===== src/rtl/wav_dfi_lp_pkg.sv =====
// rtl/wav_dfi_lp_pkg.sv - shared types, counter widths and defaults for the DFI low-power responder
package wav_dfi_lp_pkg;

  localparam int TLP_RESP_DEF = 8;
  localparam int ACK_DLY_DEF  = 2;

  localparam int WAKE_CNT_W = 6;
  localparam int WIN_CNT_W  = 8;
  localparam int DLY_CNT_W  = 8;

  typedef enum logic [2:0] {
    LP_IDLE = 3'd0,
    LP_PEND = 3'd1,
    LP_ACK  = 3'd2,
    LP_WAKE = 3'd3,
    LP_DECL = 3'd4
  } lp_state_e;

endpackage


===== src/rtl/wav_dfi_lp_chan.sv =====
// rtl/wav_dfi_lp_chan.sv - one DFI low-power channel: request FSM, response window and wakeup timer
module wav_dfi_lp_chan
  import wav_dfi_lp_pkg::*;
#(
  parameter int TLP_RESP = TLP_RESP_DEF,
  parameter int ACK_DLY  = ACK_DLY_DEF
) (
  input  logic       clock,
  input  logic       reset,
  input  logic       lp_allow,
  input  logic       init_start,
  input  logic       req,
  input  logic [5:0] wakeup,
  output logic       ack,
  output logic       lp_en,
  output logic       err
);

  if (ACK_DLY + 1 > TLP_RESP) begin : g_bad_window
    $error("wav_dfi_lp_chan: ACK_DLY+1 must not exceed TLP_RESP");
  end
  if (TLP_RESP > (1 << WIN_CNT_W) || ACK_DLY >= (1 << DLY_CNT_W)) begin : g_bad_width
    $error("wav_dfi_lp_chan: TLP_RESP/ACK_DLY exceed counter widths");
  end

  lp_state_e             state;
  logic [WIN_CNT_W-1:0]  win_cnt;
  logic [DLY_CNT_W-1:0]  dly_cnt;
  logic [WAKE_CNT_W-1:0] wake_cnt;
  logic [WAKE_CNT_W-1:0] code;

  always_ff @(posedge clock) begin
    if (!reset) begin
      state    <= LP_IDLE;
      win_cnt  <= '0;
      dly_cnt  <= '0;
      wake_cnt <= '0;
      code     <= '0;
      ack      <= 1'b0;
      lp_en    <= 1'b0;
      err      <= 1'b0;
    end else begin
      case (state)
        LP_IDLE: begin
          if (req && !init_start) begin
            state   <= LP_PEND;
            dly_cnt <= DLY_CNT_W'(ACK_DLY);
            win_cnt <= '0;
          end
        end
        LP_PEND: begin
          win_cnt <= win_cnt + 1'b1;
          if (dly_cnt != '0) dly_cnt <= dly_cnt - 1'b1;
          // A dropped request wins over an acknowledge decided on the same edge
          if (!req) begin
            state <= LP_IDLE;
          end else if (dly_cnt == '0 && lp_allow) begin
            state <= LP_ACK;
            code  <= wakeup;
            ack   <= 1'b1;
            lp_en <= 1'b1;
          end else if (win_cnt == WIN_CNT_W'(TLP_RESP - 1)) begin
            state <= LP_DECL;
          end
        end
        LP_ACK: begin
          if (req) begin
            code <= wakeup;
          end else begin
            state    <= LP_WAKE;
            wake_cnt <= code;
            lp_en    <= 1'b0;
          end
        end
        LP_WAKE: begin
          if (req) err <= 1'b1;
          if (wake_cnt == '0) begin
            state <= LP_IDLE;
            ack   <= 1'b0;
          end else begin
            wake_cnt <= wake_cnt - 1'b1;
          end
        end
        LP_DECL: begin
          if (!req) state <= LP_IDLE;
        end
        default: state <= LP_IDLE;
      endcase
    end
  end

endmodule


===== src/rtl/wav_dfi_lp_responder.sv =====
// rtl/wav_dfi_lp_responder.sv - DFI low-power responder top; data channel present only with WAV_DFI_LP_DATA_EN
module wav_dfi_lp_responder
  import wav_dfi_lp_pkg::*;
#(
  parameter int TLP_RESP = TLP_RESP_DEF,
  parameter int ACK_DLY  = ACK_DLY_DEF
) (
  input  logic       clock,
  input  logic       reset,
  input  logic       lp_allow,
  input  logic       init_start,
  input  logic       lp_ctrl_req,
  input  logic [5:0] lp_ctrl_wakeup,
  input  logic       lp_data_req,
  input  logic [5:0] lp_data_wakeup,
  output logic       lp_ctrl_ack,
  output logic       lp_data_ack,
  output logic       ctrl_lp_en,
  output logic       data_lp_en,
  output logic       lp_err
);

  logic ctrl_err;
  logic data_err;

  wav_dfi_lp_chan #(.TLP_RESP(TLP_RESP), .ACK_DLY(ACK_DLY)) u_ctrl (
    .clock      (clock),
    .reset      (reset),
    .lp_allow   (lp_allow),
    .init_start (init_start),
    .req        (lp_ctrl_req),
    .wakeup     (lp_ctrl_wakeup),
    .ack        (lp_ctrl_ack),
    .lp_en      (ctrl_lp_en),
    .err        (ctrl_err)
  );

`ifdef WAV_DFI_LP_DATA_EN
  wav_dfi_lp_chan #(.TLP_RESP(TLP_RESP), .ACK_DLY(ACK_DLY)) u_data (
    .clock      (clock),
    .reset      (reset),
    .lp_allow   (lp_allow),
    .init_start (init_start),
    .req        (lp_data_req),
    .wakeup     (lp_data_wakeup),
    .ack        (lp_data_ack),
    .lp_en      (data_lp_en),
    .err        (data_err)
  );
`else
  // Data ports stay on the interface so both builds share one pinout
  logic unused_data;
  assign unused_data = ^{lp_data_req, lp_data_wakeup};
  assign lp_data_ack = 1'b0;
  assign data_lp_en  = 1'b0;
  assign data_err    = 1'b0;
`endif

  assign lp_err = ctrl_err | data_err;

endmodule


===== config.mk =====
export PLATFORM = sky130hd
export DESIGN_NAME = wav_dfi_lp_responder
export DESIGN_NICKNAME = d
export VERILOG_FILES = /design/src/rtl/wav_dfi_lp_pkg.sv /design/src/rtl/wav_dfi_lp_chan.sv /design/src/rtl/wav_dfi_lp_responder.sv
export SDC_FILE = /design/constraint.sdc
export NUM_CORES = 1
export LEC_CHECK = 0
export ABC_AREA = 1
export BUFFER_PORTS_ARGS = -buffer_cell sky130_fd_sc_hd__buf_2
export CAP_MARGIN = 5
export CORE_MARGIN = 1
export CORE_UTILIZATION = 57
export CTS_CLUSTER_SIZE = 14
export DETAILED_ROUTE_END_ITERATION = 10
export GPL_TIMING_DRIVEN = 0
export PLACE_DENSITY_LB_ADDON = 0.05
export SETUP_SLACK_MARGIN = 0.3
export SYNTH_ARGS = -nofsm -noshare
export SYNTH_HDL_FRONTEND = slang
export SYNTH_HIERARCHICAL = 1
export SYNTH_SLANG_ARGS = --single-unit

===== constraint.sdc =====
create_clock -name clock -period 1.76 [get_ports clock]
set_input_delay 0.088 -clock clock [delete_from_list [all_inputs] [get_ports clock]]
set_output_delay 0.088 -clock clock [all_outputs]
set_load 0.05 [all_outputs]

==> flow_summary.yaml, run 1 <==
outcome:
  status: "complete, no violations"
critical_path:
  cp.arrival_ps: 1670
  r2r_depth: 8
  timing.critical_path.cells: "nor2_2 -> nand4_1 -> nand2_2 -> nand2_2 -> buf_2 -> o21ai_1 -> nand2_1 -> nor2_1"
  worstSetupStartpointType: "flop"
  critPathMaxFanout: 5
  cpPeakStageDelay_ps: 370
  worst_path_most_repeated_cell: "nand2_2"
  worst_ep_required_time_ps: 2060
  endpoint_kind: "flop"
  worst_path_max_delay_cell: "dfxtp_2"
  critical_path_class: "flop to flop"
cts:
  tritoncts_clock_tree: "yes"
  cts_root_buf: "clkbuf_4"
  insertion_delay_ps: 350
  cts_buffer_depth: 2
  htreeDepth: 2
  clock_sink_count: 34
  cts.clk_slew.worst_paths_ps: 110
  cts_made_buffers: 5
timing:
  tightest_slew_ps: 530
  fin_crit_sh: 0.780
  final-setup-viol-count: 0
  timing_hold_violations_final: 0
  pins_over_slew_limit: 0
  accumulated_negative_setup_slack_ps: 0
  timing.max_slew.rel_slack: 0.646
  clock-skew-final_ps: 12.1
  fmax_ghz: 0.728
  unrepaired_setup_endpoints_after_global_routing: "true"
  post-route-min-period_ps: 1370
floorplanning:
  initial_core_util: 0.611
  core_um2: 3100
  dieHeight_um: 59.7
  die_area_um2: 3560
  design.portCount: 23
  fp-row-count: 20
  floorplan.die.width_um: 59.7
yosys:
  synth.yosys.seq_area_share: 0.359
  synth_seq_cells: 34
  synthDominantCellAreaShare: 0.359
  synth_cell_type_count: 27
  yosys.area.top_type: "dfxtp_1"
  synthArstFlopShare: 0
  yosysWarnings: 6
  mappedNetlistArea_um2: 1900
  synth-main-ff-cell: "dfxtp_1"
  number_of_enable_type_register_cells_in_the_synthesized_netlist: 0
  syn-mean-instance-area_um2: 6.43
  synth_cells: 295
  ys_top_cells_by_area: "dfxtp_1 36%, nand2_1 15%, nor2_1 8.1%"
drt:
  drc: 0
  vias: 1901
  routed_wire_length_per_instance_um: 11.6
  detail_route.vias_per_cell: 5.12
  initialDrtViolationCount: 103
  dr.pass1.iters: 4
  drtAntennaViolNets: 0
  routed_wl_um: 4290
layout:
  end_of_flow_core_utilization: 0.726
  finalInstanceArea_um2: 2250
  multi_input_comb_area_um2: 1120
  layout.area.seq_um2: 684
  area_delta_synth_final_pct: 18.7
  num-fill-cells: 278
  antenna_cells: 0
  drive_gt1_frac: 0.211
  design.final.nets: 351
  final_cell_mix: "74 x nand2_1, 36 x nor2_1, 31 x dfxtp_1"
  layout.cells.most_common: "nand2_1"
grt:
  grt_pass1_wl_um: 6670
  grt_remaining_overflow: 0
  antenna_violations_before_repair: 0
  via_count_of_the_first_global_routing_pass: 1545
  maximum_number_of_pins_on_one_net_before_global_route_repair: 11
  global_route.usage.total: 0.256
placement:
  port_buffers: 13
  hpwl_um: 2880
  gp_congestion: 0.883
  placed_cell_area_um2: 2020
hold_path:
  hold_crit_path_type: "primary input to flop"
  min_delay_path_depth: 3
run:
  max_cap_viol_count: 0
power_and_ir_drop:
  power.static_leakage_nw: 0.993
  power-per-cell-area_nw_per_um2: 1600
  peakVddDrop_mv: 1.23
==> cell families after synthesis <==
kind of cell	synth area share
buffers and inverters	0.0917
other	0.00198
XOR/XNOR	0.00924
AO/OA/AOI/OAI	0.125
adder cells (fa/ha/maj)	0.0330
flip-flops	0.359
AND/OR/NAND/NOR	0.380
==> repair_timing <==
item / CTS / global route
hold buffers: 4 / 0
setup buffers: 0 / 7
resized for setup: 3 / 24
endpoints found under the setup margin: 9 / 27
pin swaps: 0 / 8
cloned: 0 / 1
endpoints found under the hold margin: 4 / 0
==> per-layer routing <==
layer / vias up / routed length [um] / track usage
li1: 1007 / - / -
met1: 841 / 2150 / 0.340
met2: 44 / 1870 / 0.398
met3: 9 / 200 / 0.0455
met4: 0 / 72 / 0.130
met5: - / 0 / 0
==> registers in the layout (all words and copies together), names as in the netlist <==
| signal | flops |
|---|---|
| u_ctrl/dly_cnt | 8 |
| u_ctrl/code | 6 |
| u_ctrl/wake_cnt | 6 |
| u_ctrl/state | 3 |
| u_ctrl/err | 1 |
| u_ctrl/ack | 1 |
| u_ctrl/win_cnt | 8 |
| u_ctrl/lp_en | 1 |
==> through the flow <==
stage	setup WS [ps]	cells	power, mW	hold slack, ps
floorplan	479	296	2.52	231
global placement	247	353	2.84	361
detailed placement	245	353	2.87	367
CTS	298	363	3.35	0.0783
global route	262	371	3.90	4.00
finish	387	371	3.61	8.93
==> synthesized netlist by cell type, types with 2 or more instances <==
cell type / instances
a21oi_1: 29
buf_4: 2
clkbuf_1: 3
dfxtp_1: 34
ha_1: 5
inv_1: 26
inv_2: 9
nand2_1: 75
nand2_2: 4
nand3_1: 30
nand4_1: 3
nor2_1: 41
nor2_4: 2
nor3_1: 3
o21ai_0: 10
o21ai_1: 7
xor2_1: 2
==> worst max-delay path: cells and delay by family (launching register included) <==
kind | cells | cell delay [ps]
DFF | 1 | 370
and+or+nand+nor | 6 | 700
buffers and inverters | 1 | 160
AOI/OAI and AO/OA | 1 | 110
==> layout make-up <==
cell class / instances / share of cell area
timing repair buffer: 25 / 0.0722
buffer: 7 / 0.0200
sequential: 34 / 0.304
multi-input combinational: 220 / 0.496
inverter: 35 / 0.0606
clock buffer: 6 / 0.0228
tap: 44 / 0.0244
==> final timing paths <==
path,endpoint,slack (ps),start
worst max-delay path,u_ctrl/dly_cnt[3],390,u_ctrl/state[0]
worst max register to register,u_ctrl/dly_cnt[3],390,u_ctrl/state[0]
worst min-delay path,u_ctrl/code[2],9,lp_ctrl_wakeup[2]
worst min register to register,u_ctrl/err,470,u_ctrl/err
==> power breakdown <==
group	switching [mW]	internal, mW
sequential	0.142	0.949
combinational	1.36	0.723
clock	0.257	0.180
Power figures use the tool's default switching activity.
==> run 2: changes to the inputs <==
Settings changed: CORE_UTILIZATION 57 to 52.
Clock period 1.76 ns to 1.1 ns, I/O delays scaled along.
==> run 2 against run 1 <==
Net effect:
- the run now ends with negative setup slack left
- clock-buffer cell count stayed put
- hold slack better by 7.3 ps
- die area is 9.3% higher
- sequential power is 73% higher
- first-iteration DRC count is 51% higher
- total power is 100% higher
- global-route usage is 0.87 points higher
- sequential share of layout area is 4.2 points lower
- critical path type unchanged
- largest cell class unchanged
- highest routed layer unchanged
==> flow_summary.yaml, run 2 (same netlist as run 1, synthesis figures left out) <==
drt:
  drc: 0
  initialDrtViolationCount: 156
  dr.pass1.iters: 4
  routed_wl_um: 5230
  vias: 2098
  routed_wire_length_per_instance_um: 13.4
  drtAntennaViolNets: 0
  detail_route.vias_per_cell: 5.38
timing:
  final-setup-viol-count: 33
  accumulated_negative_setup_slack_ps: -5790
  post-route-worst-setup-slack_ps: -257
  timing_hold_violations_final: 0
  fin_crit_sh: 1.23
  fmax_ghz: 0.737
  hold_slack_ps: 16.3
  pins_over_slew_limit: 0
  post-route-min-period_ps: 1360
  tightest_slew_ps: 610
  timing.max_slew.rel_slack: 0.593
  unrepaired_setup_endpoints_after_global_routing: "true"
  clock-skew-final_ps: 7.58
floorplanning:
  design.portCount: 23
  dieHeight_um: 62.4
  floorplan.die.width_um: 62.4
  initial_core_util: 0.555
  die_area_um2: 3890
  fp-row-count: 21
  core_um2: 3420
power_and_ir_drop:
  peakVddDrop_mv: 2.13
  report.power.total_mw: 7.31
  power-per-cell-area_nw_per_um2: 2700
  power.static_leakage_nw: 1.16
placement:
  pre_cts_setup_slack_ps: -294
  hpwl_um: 3030
  gp_congestion: 0.847
  port_buffers: 13
  placed_cells: 355
critical_path:
  regToRegEndpoint: "u_ctrl/wake_cnt[2]"
  r2r_setup_slack_ps: -260
  worst_ep_required_time_ps: 1310
  worstSetupStartpointType: "flop"
  endpoint_kind: "flop"
  cp.arrival_ps: 1570
  critical_path_class: "flop to flop"
  critical_path.reg2reg.startpoint: "u_ctrl/wake_cnt[0]"
  r2r_depth: 9
  critPathMaxFanout: 5
layout:
  antenna_cells: 0
  cell_count_final_fillers_out: 390
  layout.cells.most_common: "nand2_1"
  design.final.nets: 366
  area_delta_synth_final_pct: 42.5
  drive_gt1_frac: 0.384
  registers_with_the_most_flip_flops: "u_ctrl/dly_cnt: 8 flops, u_ctrl/win_cnt: 8 flops"
  final_cell_mix: "62 x nand2_1, 30 x nor2_1, 27 x a21oi_1"
run:
  max_cap_viol_count: 0
grt:
  global_route.usage.total: 0.265
  via_count_of_the_first_global_routing_pass: 1848
  grt_remaining_overflow: 0
  antenna_violations_before_repair: 0
  maximum_number_of_pins_on_one_net_before_global_route_repair: 11
  grt_pass1_wl_um: 8100
hold_path:
  whs_endpoint: "u_ctrl/err"
  hold_crit_path_type: "primary input to flop"
  worst_hold_startpoint: "lp_ctrl_req"
  min_delay_path_depth: 3
cts:
  cts_made_buffers: 5
  insertion_delay_ps: 340
  cts_buffer_depth: 2
  cts_root_buf: "clkbuf_4"
  tritoncts_clock_tree: "yes"
  htreeDepth: 2
  cts.clk_slew.worst_paths_ps: 110
  clock_sink_count: 34
outcome:
  status: "finished with violations"
  violations: "negative setup slack"
[run 2: cell count changes in the layout (fill, tap and decap cells not counted), moves of 6 or more]
| cell | before | now |
|---|---|---|
| buf_4 | 9 | 18 |
| dfxtp_1 | 31 | 19 |
| dfxtp_2 | 3 | 12 |
| inv_1 | 22 | 16 |
| inv_4 | 0 | 9 |
| nand2_1 | 74 | 62 |
| nand2_2 | 2 | 12 |
| nand3_1 | 28 | 22 |
| nor2_1 | 36 | 30 |
| nor2_4 | 2 | 9 |
[run 2: per-stage QoR]
stage	instance area, um^2	utilization
floorplan	1980	-
global placement	2100	0.614
detailed placement	2100	0.614
CTS	2430	0.713
global route	2700	0.792
finish	2700	0.792
[run 2: layout make-up]
cell class | instances | area [um^2]
fillers | 248 | 712
flip-flops and latches | 34 | 707
clock inverters | 2 | 8.76
plain buffers | 7 | 45.0
repair buffers | 39 | 324
clock buffers | 6 | 41.3
multi-input cells | 221 | 1360
well taps | 46 | 57.6
inverters | 35 | 159
[run 2: per-layer routing]
layer,share of wire,global-route usage,wire length (um),vias up
li1,-,-,-,1053
met1,0.43,0.336,2270,979
met5,0,0,0,-
met2,0.49,0.433,2560,54
met4,0.022,0.105,113,0
met3,0.055,0.0657,290,12
[run 2: worst max-delay path, cell delays in order (launching register included)]
cell and delay [ps]:
dfxtp_2 350, inv_4 50, ha_4 160, inv_1 100, nor2_2 70, buf_4 140, o21ai_1 150, nand2_1 80
nand2_1 70, a21oi_1 60
[run 2: worst max-delay path by stage]
stage | start | endpoint | slack (ps)
global placement | u_ctrl/dly_cnt[2] | u_ctrl/code[4] | -290
global route | u_ctrl/state[2] | u_ctrl/dly_cnt[3] | -310
floorplan | u_ctrl/dly_cnt[1] | u_ctrl/dly_cnt[6] | -110
detailed placement | u_ctrl/dly_cnt[2] | u_ctrl/code[4] | -290
CTS | u_ctrl/dly_cnt[0] | u_ctrl/dly_cnt[6] | -230
finish | u_ctrl/wake_cnt[0] | u_ctrl/wake_cnt[2] | -260
[run 2: where the power goes]
part / switching, mW / internal, mW
Combinational: 2.76 / 1.98
Clock: 0.438 / 0.240
Sequential: 0.324 / 1.57
Total: 3.52 / 3.79
[run 2: repair_timing]
| item | in CTS | in global routing |
|---|---|---|
| setup endpoints to repair | 37 | 37 |
| hold endpoints to repair | 6 | 0 |
| cloned | 2 | 0 |
| pin swaps | 19 | 18 |
| setup buffers | 11 | 8 |
| hold buffers | 6 | 0 |
| resized for setup | 34 | 63 |
==> run 3: changes to the inputs <==
Settings changed: GPL_TIMING_DRIVEN 0 to default.
==> run 3 against run 2 <==
Net effect:
- the run still ends with negative setup slack left
- largest power group unchanged
- total power is 11% higher
- combinational power is 17% higher
- critical path type unchanged
- critical endpoint is now u_ctrl/state[0]
- final cell count is 8.2% higher
==> flow_summary.yaml, run 3 (same netlist as run 1, synthesis figures left out) <==
grt:
  grt_pass1_wl_um: 8630
  via_count_of_the_first_global_routing_pass: 2023
  maximum_number_of_pins_on_one_net_before_global_route_repair: 12
  antenna_violations_before_repair: 0
  global_route.usage.total: 0.281
  grt_remaining_overflow: 0
floorplanning:
  core_um2: 3420
  initial_core_util: 0.555
  fp-row-count: 21
  floorplan.die.width_um: 62.4
  die_area_um2: 3890
  dieHeight_um: 62.4
  design.portCount: 23
outcome:
  status: "finished with violations"
  violations: "negative setup slack"
layout:
  final_cell_mix: "52 x nand2_1, 48 x buf_4, 32 x nor2_1"
  area_delta_synth_final_pct: 57.7
  layout.cells.most_common: "nand2_1"
  drive_gt1_frac: 0.476
  finalInstanceArea_um2: 2990
  cell_count_final_fillers_out: 422
  design.final.nets: 398
  antenna_cells: 0
  registers_with_the_most_flip_flops: "u_ctrl/dly_cnt: 8 flops, u_ctrl/win_cnt: 8 flops"
drt:
  vias: 2486
  initialDrtViolationCount: 222
  dr.pass1.iters: 5
  drtAntennaViolNets: 0
  drc: 0
  routed_wl_um: 7200
  detail_route.vias_per_cell: 5.89
  routed_wire_length_per_instance_um: 17.1
timing:
  fmax_ghz: 0.701
  post-route-min-period_ps: 1430
  unrepaired_setup_endpoints_after_global_routing: "true"
  timing_hold_violations_final: 0
  final-setup-viol-count: 34
  hold_slack_ps: 94.8
  pins_over_slew_limit: 0
  fin_crit_sh: 1.30
  post-route-worst-setup-slack_ps: -327
  clock-skew-final_ps: 10.8
critical_path:
  worst-path-buf-inv: 3
  worst_ep_required_time_ps: 1350
  timing.critical_path.max_delay_family: "simple AND/OR/NAND/NOR gates"
  endpoint_kind: "flop"
  cpPeakStageDelay_ps: 360
  cp.arrival_ps: 1680
  worstSetupStartpointType: "flop"
  critPathMaxFanout: 3
  worst_path_max_delay_cell: "dfxtp_2"
  critical_path_class: "flop to flop"
  timing.critical_path.cells: "inv_4 -> ha_4 -> inv_1 -> nor2_1 -> nand3_2 -> nand3_2 -> nand2_2 -> o21ai_1 -> inv_1"
cts:
  tritoncts_clock_tree: "yes"
  insertion_delay_ps: 360
  cts.clk_slew.worst_paths_ps: 110
  cts_made_buffers: 5
  clock_sink_count: 34
  cts_root_buf: "clkbuf_4"
  htreeDepth: 2
  cts_buffer_depth: 2
hold_path:
  hold_crit_path_type: "primary input to flop"
placement:
  port_buffers: 13
  gp_congestion: 0.854
  pre_cts_setup_slack_ps: -250
  hpwl_um: 3480
  placed_cell_area_um2: 2400
  placed_cells: 394
power_and_ir_drop:
  power-per-cell-area_nw_per_um2: 2720
  peakVddDrop_mv: 1.99
  report.power.total_mw: 8.12
  power.static_leakage_nw: 1.33
run:
  max_cap_viol_count: 0
==> run 3: cell type report <==
cell class	instances	area [um^2]
Clock buffer	5	37.5
Clock inverter	3	16.3
Fill cell	178	425
Inverter	35	159
Multi-Input combinational cell	222	1390
Sequential cell	34	701
Tap cell	46	57.6
Timing Repair Buffer	77	627
==> run 3: path summary, 6_finish.rpt <==
path	startpoint	to	slack (ps)	cells after the start
setup reg to reg	u_ctrl/dly_cnt[1]	u_ctrl/state[0]	-330	9
setup / recovery	u_ctrl/dly_cnt[1]	u_ctrl/state[0]	-330	9
hold / removal	reset	u_ctrl/win_cnt[4]	90	3
hold reg to reg	u_ctrl/code[4]	u_ctrl/code[4]	480	2
==> run 3: per-layer routing <==
metal | GRT usage | vias to the layer above | part of all wire
met5 | 0 | - | 0
li1 | - | 1112 | -
met2 | 0.484 | 172 | 0.49
met1 | 0.353 | 1149 | 0.37
met3 | 0.0493 | 53 | 0.082
met4 | 0.0988 | 0 | 0.054
==> run 3: report_power, final <==
| group | total (mW) | switching [mW] | internal, mW |
|---|---|---|---|
| sequential | 1.88 | 0.317 | 1.56 |
| clock | 0.705 | 0.468 | 0.237 |
| combinational | 5.54 | 3.19 | 2.35 |
| total | 8.12 | 3.97 | 4.15 |
==> run 3: worst register-to-register path, cell delays in order (launching register included) <==
cell	delay [ps]
dfxtp_2	360
inv_4	80
ha_4	160
inv_1	70
nor2_1	110
nand3_2	120
nand3_2	120
nand2_2	80
o21ai_1	170
inv_1	60
==> run 3: metrics by stage <==
step	utilization	setup TNS (ps)
5_1_grt	0.875	-9210
4_1_cts	0.792	-4510
6_report	0.875	-7660
3_5_place_dp	0.702	-4600
2_1_floorplan	-	-1730
3_3_place_gp	0.702	-3930
==> run 3: repair_timing <==
action / in CTS / in global routing
gates resized for setup: 40 / 68
gates cloned: 2 / 0
pin swaps: 10 / 27
hold buffers: 7 / 0
setup buffers: 6 / 5
endpoints found under the setup margin: 37 / 37
hold endpoints to repair: 8 / 0
